## src/rtl/equiv_miter_driver_pkg.sv

```systemverilog
// Shared types and helpers for the equivalence miter driver.
package equiv_miter_pkg;

   typedef enum logic [1:0] {
      IDLE,
      RUN,
      DRAIN,
      DONE_S
   } miter_state_e;

   // Deepest register latency the drain counter has to cover.
   localparam int unsigned MAX_LAT = 8;

   // Number of input vectors enumerated for a stimulus width.
   function automatic int unsigned vec_count(input int unsigned in_w);
      return 32'd1 << in_w;
   endfunction

endpackage

```

## src/rtl/equiv_miter_driver_if.sv

```systemverilog
// Stimulus/response bundle between the miter driver and the harness holding circuits A and B.
// MISMATCH_CNT is present only when MITER_CEX_COUNT_EN is defined.
interface equiv_miter_driver_if #(
   parameter int unsigned IN_W  = 2,
   parameter int unsigned OUT_W = 1
);
   logic             START;
   logic [IN_W-1:0]  STIM;
   logic [OUT_W-1:0] OUT_A;
   logic [OUT_W-1:0] OUT_B;
   logic             BUSY;
   logic             DONE;
   logic             SAT;
   logic [IN_W-1:0]  CEX;
`ifdef MITER_CEX_COUNT_EN
   logic [IN_W:0]    MISMATCH_CNT;

   modport master (
      input  START, OUT_A, OUT_B,
      output STIM, BUSY, DONE, SAT, CEX, MISMATCH_CNT
   );
   modport slave (
      output START, OUT_A, OUT_B,
      input  STIM, BUSY, DONE, SAT, CEX, MISMATCH_CNT
   );
`else
   modport master (
      input  START, OUT_A, OUT_B,
      output STIM, BUSY, DONE, SAT, CEX
   );
   modport slave (
      output START, OUT_A, OUT_B,
      input  STIM, BUSY, DONE, SAT, CEX
   );
`endif
endinterface

```

## src/rtl/equiv_miter_driver_delay_line.sv

```systemverilog
// Depth-deep shift register carrying {valid, vector} alongside the circuits' pipeline.
// Depth 0 is a pure pass-through.
module miter_delay_line #(
   parameter int unsigned Depth = 0,
   parameter int unsigned Width = 3
) (
   input  logic             CLK,
   input  logic             RST_N,
   input  logic             clr_i,
   input  logic [Width-1:0] d_i,
   output logic [Width-1:0] q_o
);

   if (Depth == 0) begin : g_pass
      logic unused_pass;
      assign unused_pass = ^{CLK, RST_N, clr_i};
      assign q_o = d_i;
   end else begin : g_shift
      logic [Width-1:0] line_q [Depth];

      // Shift one slot per cycle; clear flushes stale vectors from an abandoned run.
      always_ff @(posedge CLK or negedge RST_N) begin
         if (!RST_N) begin
            for (int i = 0; i < int'(Depth); i++) line_q[i] <= '0;
         end else if (clr_i) begin
            for (int i = 0; i < int'(Depth); i++) line_q[i] <= '0;
         end else begin
            line_q[0] <= d_i;
            for (int i = 1; i < int'(Depth); i++) line_q[i] <= line_q[i-1];
         end
      end

      assign q_o = line_q[Depth-1];
   end

endmodule

```

## src/rtl/equiv_miter_driver.sv

```systemverilog
// Exhaustive equivalence miter driver: enumerates all 2^IN_W vectors into circuits A and B,
// compares their outputs LAT cycles later and reports SAT plus a counterexample.
// Optional MITER_CEX_COUNT_EN: run the full enumeration and count mismatching vectors.
module equiv_miter_driver
   import equiv_miter_pkg::*;
#(
   parameter int unsigned IN_W  = 2,
   parameter int unsigned OUT_W = 1,
   parameter int unsigned LAT   = 0
) (
   input logic                  CLK,
   input logic                  RST_N,
   equiv_miter_driver_if.master bus
);

   localparam int unsigned N      = vec_count(IN_W);
   localparam int unsigned CntW   = IN_W + 1;
   localparam int unsigned DrainW = $clog2(MAX_LAT + 1);
`ifdef MITER_CEX_COUNT_EN
   localparam bit EarlyStop = 1'b0;
`else
   localparam bit EarlyStop = 1'b1;
`endif

   miter_state_e      state_q, state_d;
   logic [CntW-1:0]   cnt_q, cnt_d, cnt_inc;
   logic [DrainW-1:0] drain_q, drain_d;
   logic              sat_q, sat_d;
   logic [IN_W-1:0]   cex_q, cex_d;
   logic              start_acc, run_last, drain_last, cmp_valid, mismatch;
   logic [IN_W:0]     dl_in, dl_out;

   assign start_acc  = bus.START && (state_q == IDLE || state_q == DONE_S);
   assign cnt_inc    = cnt_q + 1'b1;
   // Extra counter bit lets the terminal count N be seen without wrapping to 0.
   assign run_last   = (cnt_inc == CntW'(N));
   assign drain_last = (drain_q == DrainW'(LAT - 1));

   assign dl_in = {state_q == RUN, bus.STIM};

   miter_delay_line #(
      .Depth(LAT),
      .Width(IN_W + 1)
   ) u_delay_line (
      .CLK  (CLK),
      .RST_N(RST_N),
      .clr_i(start_acc),
      .d_i  (dl_in),
      .q_o  (dl_out)
   );

   // Busy gating keeps stale delay-line contents from touching a finished result.
   assign cmp_valid = dl_out[IN_W] && (state_q == RUN || state_q == DRAIN);
   assign mismatch  = cmp_valid && (|(bus.OUT_A ^ bus.OUT_B));

   // State register.
   always_ff @(posedge CLK or negedge RST_N) begin
      if (!RST_N) state_q <= IDLE;
      else        state_q <= state_d;
   end

   // Next-state logic.
   always_comb begin
      state_d = state_q;
      unique case (state_q)
         IDLE: begin
            if (bus.START) state_d = RUN;
         end
         RUN: begin
            if (mismatch && EarlyStop) state_d = DONE_S;
            else if (run_last)         state_d = (LAT > 0) ? DRAIN : DONE_S;
         end
         DRAIN: begin
            if ((mismatch && EarlyStop) || drain_last) state_d = DONE_S;
         end
         DONE_S: begin
            if (bus.START) state_d = RUN;
         end
         default: state_d = IDLE;
      endcase
   end

   // Outputs decoded from state and vector counter.
   always_comb begin
      bus.BUSY = (state_q == RUN) || (state_q == DRAIN);
      bus.DONE = (state_q == DONE_S);
      bus.STIM = '0;
      if (state_q == RUN) bus.STIM = cnt_q[IN_W-1:0];
   end

   // Counters and result capture; first mismatch wins the counterexample slot.
   always_comb begin
      cnt_d   = cnt_q;
      drain_d = drain_q;
      sat_d   = sat_q;
      cex_d   = cex_q;
      if (start_acc) begin
         cnt_d   = '0;
         drain_d = '0;
         sat_d   = 1'b0;
         cex_d   = '0;
      end else begin
         if (state_q == RUN)   cnt_d   = cnt_inc;
         if (state_q == DRAIN) drain_d = drain_q + 1'b1;
         if (mismatch && !sat_q) begin
            sat_d = 1'b1;
            cex_d = dl_out[IN_W-1:0];
         end
      end
   end

   // Datapath registers.
   always_ff @(posedge CLK or negedge RST_N) begin
      if (!RST_N) begin
         cnt_q   <= '0;
         drain_q <= '0;
         sat_q   <= 1'b0;
         cex_q   <= '0;
      end else begin
         cnt_q   <= cnt_d;
         drain_q <= drain_d;
         sat_q   <= sat_d;
         cex_q   <= cex_d;
      end
   end

   assign bus.CEX = cex_q;

`ifdef MITER_CEX_COUNT_EN
   logic [IN_W:0] mm_cnt_q, mm_cnt_d;

   // Saturating count of mismatching vectors, restarted by each accepted START.
   always_comb begin
      mm_cnt_d = mm_cnt_q;
      if (start_acc)                         mm_cnt_d = '0;
      else if (mismatch && (mm_cnt_q != '1)) mm_cnt_d = mm_cnt_q + 1'b1;
   end

   // Mismatch counter register.
   always_ff @(posedge CLK or negedge RST_N) begin
      if (!RST_N) mm_cnt_q <= '0;
      else        mm_cnt_q <= mm_cnt_d;
   end

   assign bus.MISMATCH_CNT = mm_cnt_q;
   assign bus.SAT          = (mm_cnt_q != '0);
`else
   assign bus.SAT = sat_q;
`endif

endmodule
```

## src/flat_wrapper.sv

```systemverilog
// flat-port wrapper written by rule: the top's interface ports become plain ports
module equiv_miter_driver_flat import equiv_miter_pkg::*;
#(
   parameter int unsigned IN_W  = 2,
   parameter int unsigned OUT_W = 1,
   parameter int unsigned LAT   = 0
)
  (CLK, RST_N, bus_START, bus_OUT_A, bus_OUT_B, bus_STIM, bus_BUSY, bus_DONE, bus_SAT, bus_CEX);
  equiv_miter_driver_if #(.IN_W(IN_W), .OUT_W(OUT_W)) bus_i ();
  input logic CLK;
  input logic RST_N;
  input wire logic [$bits(bus_i.START)-1:0] bus_START;
  input wire logic [$bits(bus_i.OUT_A)-1:0] bus_OUT_A;
  input wire logic [$bits(bus_i.OUT_B)-1:0] bus_OUT_B;
  output wire logic [$bits(bus_i.STIM)-1:0] bus_STIM;
  output wire logic [$bits(bus_i.BUSY)-1:0] bus_BUSY;
  output wire logic [$bits(bus_i.DONE)-1:0] bus_DONE;
  output wire logic [$bits(bus_i.SAT)-1:0] bus_SAT;
  output wire logic [$bits(bus_i.CEX)-1:0] bus_CEX;
  assign bus_i.START = bus_START;
  assign bus_i.OUT_A = bus_OUT_A;
  assign bus_i.OUT_B = bus_OUT_B;
  assign bus_STIM = bus_i.STIM;
  assign bus_BUSY = bus_i.BUSY;
  assign bus_DONE = bus_i.DONE;
  assign bus_SAT = bus_i.SAT;
  assign bus_CEX = bus_i.CEX;
  equiv_miter_driver #(.IN_W(IN_W), .OUT_W(OUT_W), .LAT(LAT)) u_core (.CLK(CLK), .RST_N(RST_N), .bus(bus_i));
endmodule
```

## config.mk

```make
export PLATFORM = sky130hd
export DESIGN_NAME = equiv_miter_driver_flat
export DESIGN_NICKNAME = d
export VERILOG_FILES = /design/src/rtl/equiv_miter_driver_pkg.sv /design/src/rtl/equiv_miter_driver_if.sv /design/src/rtl/equiv_miter_driver_delay_line.sv /design/src/rtl/equiv_miter_driver.sv /design/src/flat_wrapper.sv
export SDC_FILE = /design/constraint.sdc
export NUM_CORES = 1
export LEC_CHECK = 0
export ABC_AREA = 1
export BUFFER_PORTS_ARGS = -buffer_cell sky130_fd_sc_hd__buf_4
export CAP_MARGIN = 30
export CORE_AREA = 4 4 41 43
export CTS_BUF_LIST = sky130_fd_sc_hd__clkbuf_16
export CTS_CLUSTER_DIAMETER = 30
export DETAILED_ROUTE_END_ITERATION = 16
export DIE_AREA = 0 0 45 47
export PLACE_DENSITY = 0.74
export SYNTH_ARGS = -nofsm -noshare
export SYNTH_HDL_FRONTEND = slang
export SYNTH_SLANG_ARGS = --single-unit
```

## constraint.sdc

```tcl
create_clock -name CLK -period 3.3 [get_ports CLK]
set_input_delay 0.66 -clock CLK [delete_from_list [all_inputs] [get_ports CLK]]
set_output_delay 0.66 -clock CLK [all_outputs]
set_load 0.03 [all_outputs]
```

==> results.sh, run 1 <==
export IMPL_status="completed"
export IMPL_report_final_slew_viol_count=0
export IMPL_maxSlewHeadroom=0.846
export IMPL_nNetsFinal=109
export IMPL_grt_pass1_vias=581
export IMPL_via_count=557
export IMPL_cts_sinks=12
export IMPL_hp_class="in -> async"
export IMPL_rows=13
export IMPL_ir_worst_vdd_v=0.000502
export IMPL_postRouteAntennaNets=0
export IMPL_routedWlPerCell_um=12.5
export IMPL_grt_usage=0.161
export IMPL_place_congestion=0.774
export IMPL_arrival_ns=1.38
export IMPL_setup_viol=0
export IMPL_cp_max_fo=7
export IMPL_final_common_cell="inv_1"
export IMPL_clk_insertion_delay_late_ns=0.24
export IMPL_die_h_um=47
export IMPL_postRouteWirelength_um=1370
export IMPL_synth_warnings=0
export IMPL_tns_ns=0
export IMPL_period_needed_ns=2.04
export IMPL_final_cell_mix="16 x inv_1, 13 x nand2_1, 12 x dfrtp_1"
export IMPL_htree_num_levels=1
export IMPL_first_iter_violations=11
export IMPL_finalClockSkew_ns=0.000917
export IMPL_routed_via_density=5.06
export IMPL_synth_ff_latch_count=12
export IMPL_start_kind="register"
export IMPL_globalRouteOverflowTotal=0
export IMPL_synth_top_area_cell="dfrtp_1"
export IMPL_io_buffers=11
export IMPL_area_growth_pct=26.0
export IMPL_fmax_mhz=491
export IMPL_drv_cap=0
export IMPL_syn_inst=81
export IMPL_detail_route_first_pass_iterations=4
export IMPL_synth_area_um2=678
export IMPL_num_antenna_cells=0
export IMPL_final_cell_area_um2=855
export IMPL_worstMarginPinSlew_ns=0.230
export IMPL_hpwl_um=1040
export IMPL_ys_types=18
export IMPL_post_dp_cell_area_um2=779
export IMPL_period_share=0.617
export IMPL_synthTopCellsByArea="dfrtp_1 44%, ha_1 13%, inv_1 8.9%"
export IMPL_hold_violations=0
export IMPL_antenna_found_initial=0
export IMPL_seq_area_frac_synth=0.443
export IMPL_drive_gt1_frac=0.211
export IMPL_rsz0062_at_grt="false"
export IMPL_ioPinCount=12
export IMPL_cts_hold_buf=0
export IMPL_critPathRequiredTime_ns=2.64
export IMPL_cts_resized=0
export IMPL_power_density_mw_per_mm2=902
export IMPL_coreArea_mm2=0.00130
export IMPL_final_core_util=0.657
export IMPL_cts_setup_buffers=0
export IMPL_grt_pass1_wl_um=2440
export IMPL_cts_root_buf="clkbuf_16"
export IMPL_avgSynthCellArea_um2=8.37
export IMPL_grt_max_degree=13
export IMPL_die_x_um=45
export IMPL_cts_tree="built"
export IMPL_critPathKind="reg -> out"
export IMPL_leakage_nw=0.462
export IMPL_synth_top_cell_area_share=0.443
export IMPL_cts_made_buffers=3
export IMPL_clk_path_buf_depth=2
export IMPL_drcViolationCount=0
export IMPL_initial_core_util=0.521
export IMPL_critPathCaptureType="output pin"
export IMPL_dieArea_mm2=0.00212
export IMPL_syn_nets=93
export IMPL_clk_pin_slew_ns=0.04
[sequential cells by signal (all words and copies together), names as in the netlist]
name	cells
u_core.state_q	2
u_core.drain_q	4
u_core.bus.SAT	1
u_core.bus.CEX	2
u_core.cnt_q	3
[per-stage QoR]
stage | std cells | setup WS, ns | total power, mW | hold slack, ns
5_1_grt | 110 | 1.14 | 0.820 | 0.263
4_1_cts | 110 | 1.27 | 0.779 | 0.256
2_1_floorplan | 81 | 1.65 | 0.447 | 0.364
3_3_place_gp | 107 | 1.60 | 0.541 | 0.471
6_report | 110 | 1.26 | 0.771 | 0.254
3_5_place_dp | 107 | 1.56 | 0.553 | 0.479
[kinds of logic after synthesis]
family	share of synthesized area
AO/OA/AOI/OAI	0.0959
adder cells (fa/ha/maj)	0.129
buffers and inverters	0.0941
flip-flops	0.443
AND/OR/NAND/NOR	0.238
[power breakdown]
group          switching, mW  internal, mW
Combinational          0.218         0.123
Sequential            0.0305         0.183
Clock                 0.0584         0.157
Total                  0.307         0.464
[synth_stat cells]
cell type	n
o21ai_0	3
nand3_2	1
or2_4	1
nand4_1	3
inv_1	16
nor3_1	1
nand2_1	13
nand2_2	1
or2_0	1
a21oi_1	3
o21ai_1	2
o21ai_2	2
inv_2	1
a211oi_1	1
nor2_1	6
dfrtp_1	12
nand3_1	7
ha_1	7
[cell type report]
class	instances	area [um2]
Fill cell	108	447
Inverter	17	63.8
Clock buffer	3	75.1
Multi-Input combinational cell	52	314
Sequential cell	12	300
Tap cell	15	18.8
Timing Repair Buffer	11	82.6
[critical path: stages, from the launching register on]
cell and delay, ns:
dfrtp_1 0.41, inv_1 0.11, ha_1 0.28, nand2_1 0.08, inv_1 0.09, buf_4 0.16
[metal layers]
metal  vias up  routed length (um)  global-route usage
met4         0                  25               0.105
met1       259                 553               0.177
met3         4                  34              0.0421
li1        286                   -                   -
met5         -                   0                   0
met2         8                 757               0.274
[path summary, 6_finish.rpt]
check                                              start                       endpoint  cells after the start  slack, ns
setup / recovery           u_core.state_q[1]$_DFFE_PN0P_                    bus_STIM[0]                      5       1.26
hold / removal                                     RST_N  u_core.bus.CEX[0]$_DFFE_PN0P_                      1       0.25
setup reg to reg           u_core.state_q[0]$_DFFE_PN0P_    u_core.cnt_q[2]$_DFFE_PN0P_                      6       1.80
hold reg to reg            u_core.drain_q[3]$_DFFE_PN0P_  u_core.drain_q[3]$_DFFE_PN0P_                      1       0.48
max in group asynchronous                          RST_N  u_core.state_q[1]$_DFFE_PN0P_                      1       2.89
min in group CLK           u_core.drain_q[3]$_DFFE_PN0P_  u_core.drain_q[3]$_DFFE_PN0P_                      1       0.48
Note: power is estimated with default switching activity, not from simulation.
==> run 2, diff against run 1 <==
CORE_AREA = default   (was 4 4 41 43)
CORE_MARGIN = 4   (was default)
CORE_UTILIZATION = 52   (was default)
DIE_AREA = default   (was 0 0 45 47)
PLACE_DENSITY = 0.75   (was 0.74)
clock period = 2 ns   (was 3.3 ns; I/O delays follow)
==> results.sh, run 2 (synthesis results as in run 1) <==
export IMPL_grt_usage=0.169
export IMPL_path_buf_inv=3
export IMPL_start_kind="register"
export IMPL_clk_path_buf_depth=2
export IMPL_top_regs="u_core.drain_q (4), u_core.cnt_q (3)"
export IMPL_final_cell_mix="16 x inv_1, 13 x nand2_1, 12 x dfrtp_1"
export IMPL_hp_class="reg -> reg"
export IMPL_setup_ws_ns=0.237
export IMPL_setup_viol=0
export IMPL_power_density_mw_per_mm2=1470
export IMPL_io_buffers=11
export IMPL_hold_slack_ns=0.471
export IMPL_drive_gt1_frac=0.208
export IMPL_die_h_um=44.1
export IMPL_initial_core_util=0.579
export IMPL_cts_sinks=12
export IMPL_clk_insertion_delay_late_ns=0.24
export IMPL_rsz0062_at_grt="false"
export IMPL_final_core_util=0.737
export IMPL_ir_worst_vdd_v=0.000945
export IMPL_cts_resized=0
export IMPL_drcViolationCount=0
export IMPL_arrival_ns=1.36
export IMPL_grt_pass1_vias=581
export IMPL_hold_path_depth=1
export IMPL_dp_slack_ns=0.518
export IMPL_cts_tree="built"
export IMPL_critPathKind="reg -> out"
export IMPL_maxSlewHeadroom=0.842
export IMPL_antenna_found_initial=0
export IMPL_num_antenna_cells=0
export IMPL_rows=12
export IMPL_worstMarginPinSlew_ns=0.238
export IMPL_rr_worst_depth=6
export IMPL_tns_ns=0
export IMPL_period_share=0.881
export IMPL_htree_num_levels=1
export IMPL_finalClockSkew_ns=0.000425
export IMPL_detail_route_first_pass_iterations=4
export IMPL_fillCellCount=90
export IMPL_nNetsFinal=110
export IMPL_area_growth_pct=27.3
export IMPL_grt_pass1_wl_um=2440
export IMPL_cts_made_buffers=3
export IMPL_postRouteWirelength_um=1430
export IMPL_globalRouteOverflowTotal=0
export IMPL_coreArea_mm2=0.00117
export IMPL_fmax_mhz=567
export IMPL_final_common_cell="inv_1"
export IMPL_critPathRequiredTime_ns=1.60
export IMPL_dieArea_mm2=0.00195
export IMPL_period_needed_ns=1.76
export IMPL_via_count=584
export IMPL_critPathTopFamily="flip-flops"
export IMPL_critPathMostFrequentCell="inv_1"
export IMPL_drv_cap=0
export IMPL_top_register="u_core.drain_q"
export IMPL_routed_via_density=5.31
export IMPL_cp_max_fo=7
export IMPL_first_iter_violations=16
export IMPL_critPathSlowestCell="dfrtp_1"
export IMPL_postRouteAntennaNets=0
export IMPL_grt_max_degree=13
export IMPL_hold_violations=0
export IMPL_cts_root_buf="clkbuf_16"
export IMPL_die_x_um=44.1
export IMPL_report_final_slew_viol_count=0
export IMPL_r2r_end="u_core.cnt_q[2]$_DFFE_PN0P_"
export IMPL_worstHoldStart="u_core.drain_q[3]$_DFFE_PN0P_"
export IMPL_crit_chain="inv_1, ha_1, nand2_1, inv_1, buf_4"
export IMPL_r2r_slack_ns=0.51
export IMPL_place_congestion=0.723
export IMPL_status="completed"
export IMPL_clk_pin_slew_ns=0.04
export IMPL_r2r_start="u_core.state_q[0]$_DFFE_PN0P_"
export IMPL_hold_end="u_core.drain_q[3]$_DFFE_PN0P_"
export IMPL_leakage_nw=0.466
export IMPL_critPathCaptureType="output pin"
export IMPL_slowest_delay_ns=0.40
export IMPL_hpwl_um=969
export IMPL_largest_reg_flops=4
export IMPL_ioPinCount=12
export IMPL_routedWlPerCell_um=13.0
==> run 2: layout make-up <==
cell class | count | area, um2 | area share
clock buffer | 3 | 75.1 | 0.0870
timing repair buffer | 12 | 92.6 | 0.107
tap | 14 | 17.5 | 0.0203
sequential | 12 | 300 | 0.348
multi-input combinational | 52 | 314 | 0.364
inverter | 17 | 63.8 | 0.0739
==> run 2: where the power goes <==
group	leakage, nW	switching, mW	internal, mW	total [mW]
logic	0.275	0.354	0.203	0.557
registers	0.154	0.0500	0.302	0.352
clock network	0.0370	0.0996	0.260	0.360
total	0.466	0.504	0.766	1.27
==> run 2: worst reg2reg max path, cell delays in order, from the launching register on <==
cell and delay (ns):
dfrtp_1 0.40, inv_1 0.08, ha_1 0.32, nand2_2 0.18
inv_2 0.08, or2_4 0.25, o21ai_2 0.11
==> run 2: per-layer routing <==
metal,vias to the layer above,part of all wire,global-route usage
li1,293,-,-
met1,275,0.46,0.213
met2,14,0.48,0.265
met3,2,0.053,0.0569
met4,0,0.012,0.0663
met5,-,0,0
==> run 2: worst max path at each step <==
stage               cells after the start                       endpoint                     startpoint
detailed placement                      5                    bus_STIM[0]  u_core.state_q[1]$_DFFE_PN0P_
finish                                  5                    bus_STIM[0]  u_core.state_q[1]$_DFFE_PN0P_
global route                            5                    bus_STIM[0]  u_core.state_q[1]$_DFFE_PN0P_
floorplan                               7  u_core.state_q[1]$_DFFE_PN0P_  u_core.state_q[0]$_DFFE_PN0P_
CTS                                     5                    bus_STIM[0]  u_core.state_q[1]$_DFFE_PN0P_
global placement                        5                    bus_STIM[0]  u_core.state_q[1]$_DFFE_PN0P_
==> run 2: stage by stage <==
step	area, um2	total power, mW	instances
2_1_floorplan	678	0.738	81
3_3_place_gp	778	0.890	106
3_5_place_dp	778	0.899	106
4_1_cts	863	1.27	110
5_1_grt	863	1.35	110
6_report	863	1.27	110
==> run 2: repair_timing <==
action / 4_1_cts / 5_1_grt
hold buffers: 1 / 0
buffers inserted: 0 / 0
hold endpoints to repair: 4 / 0
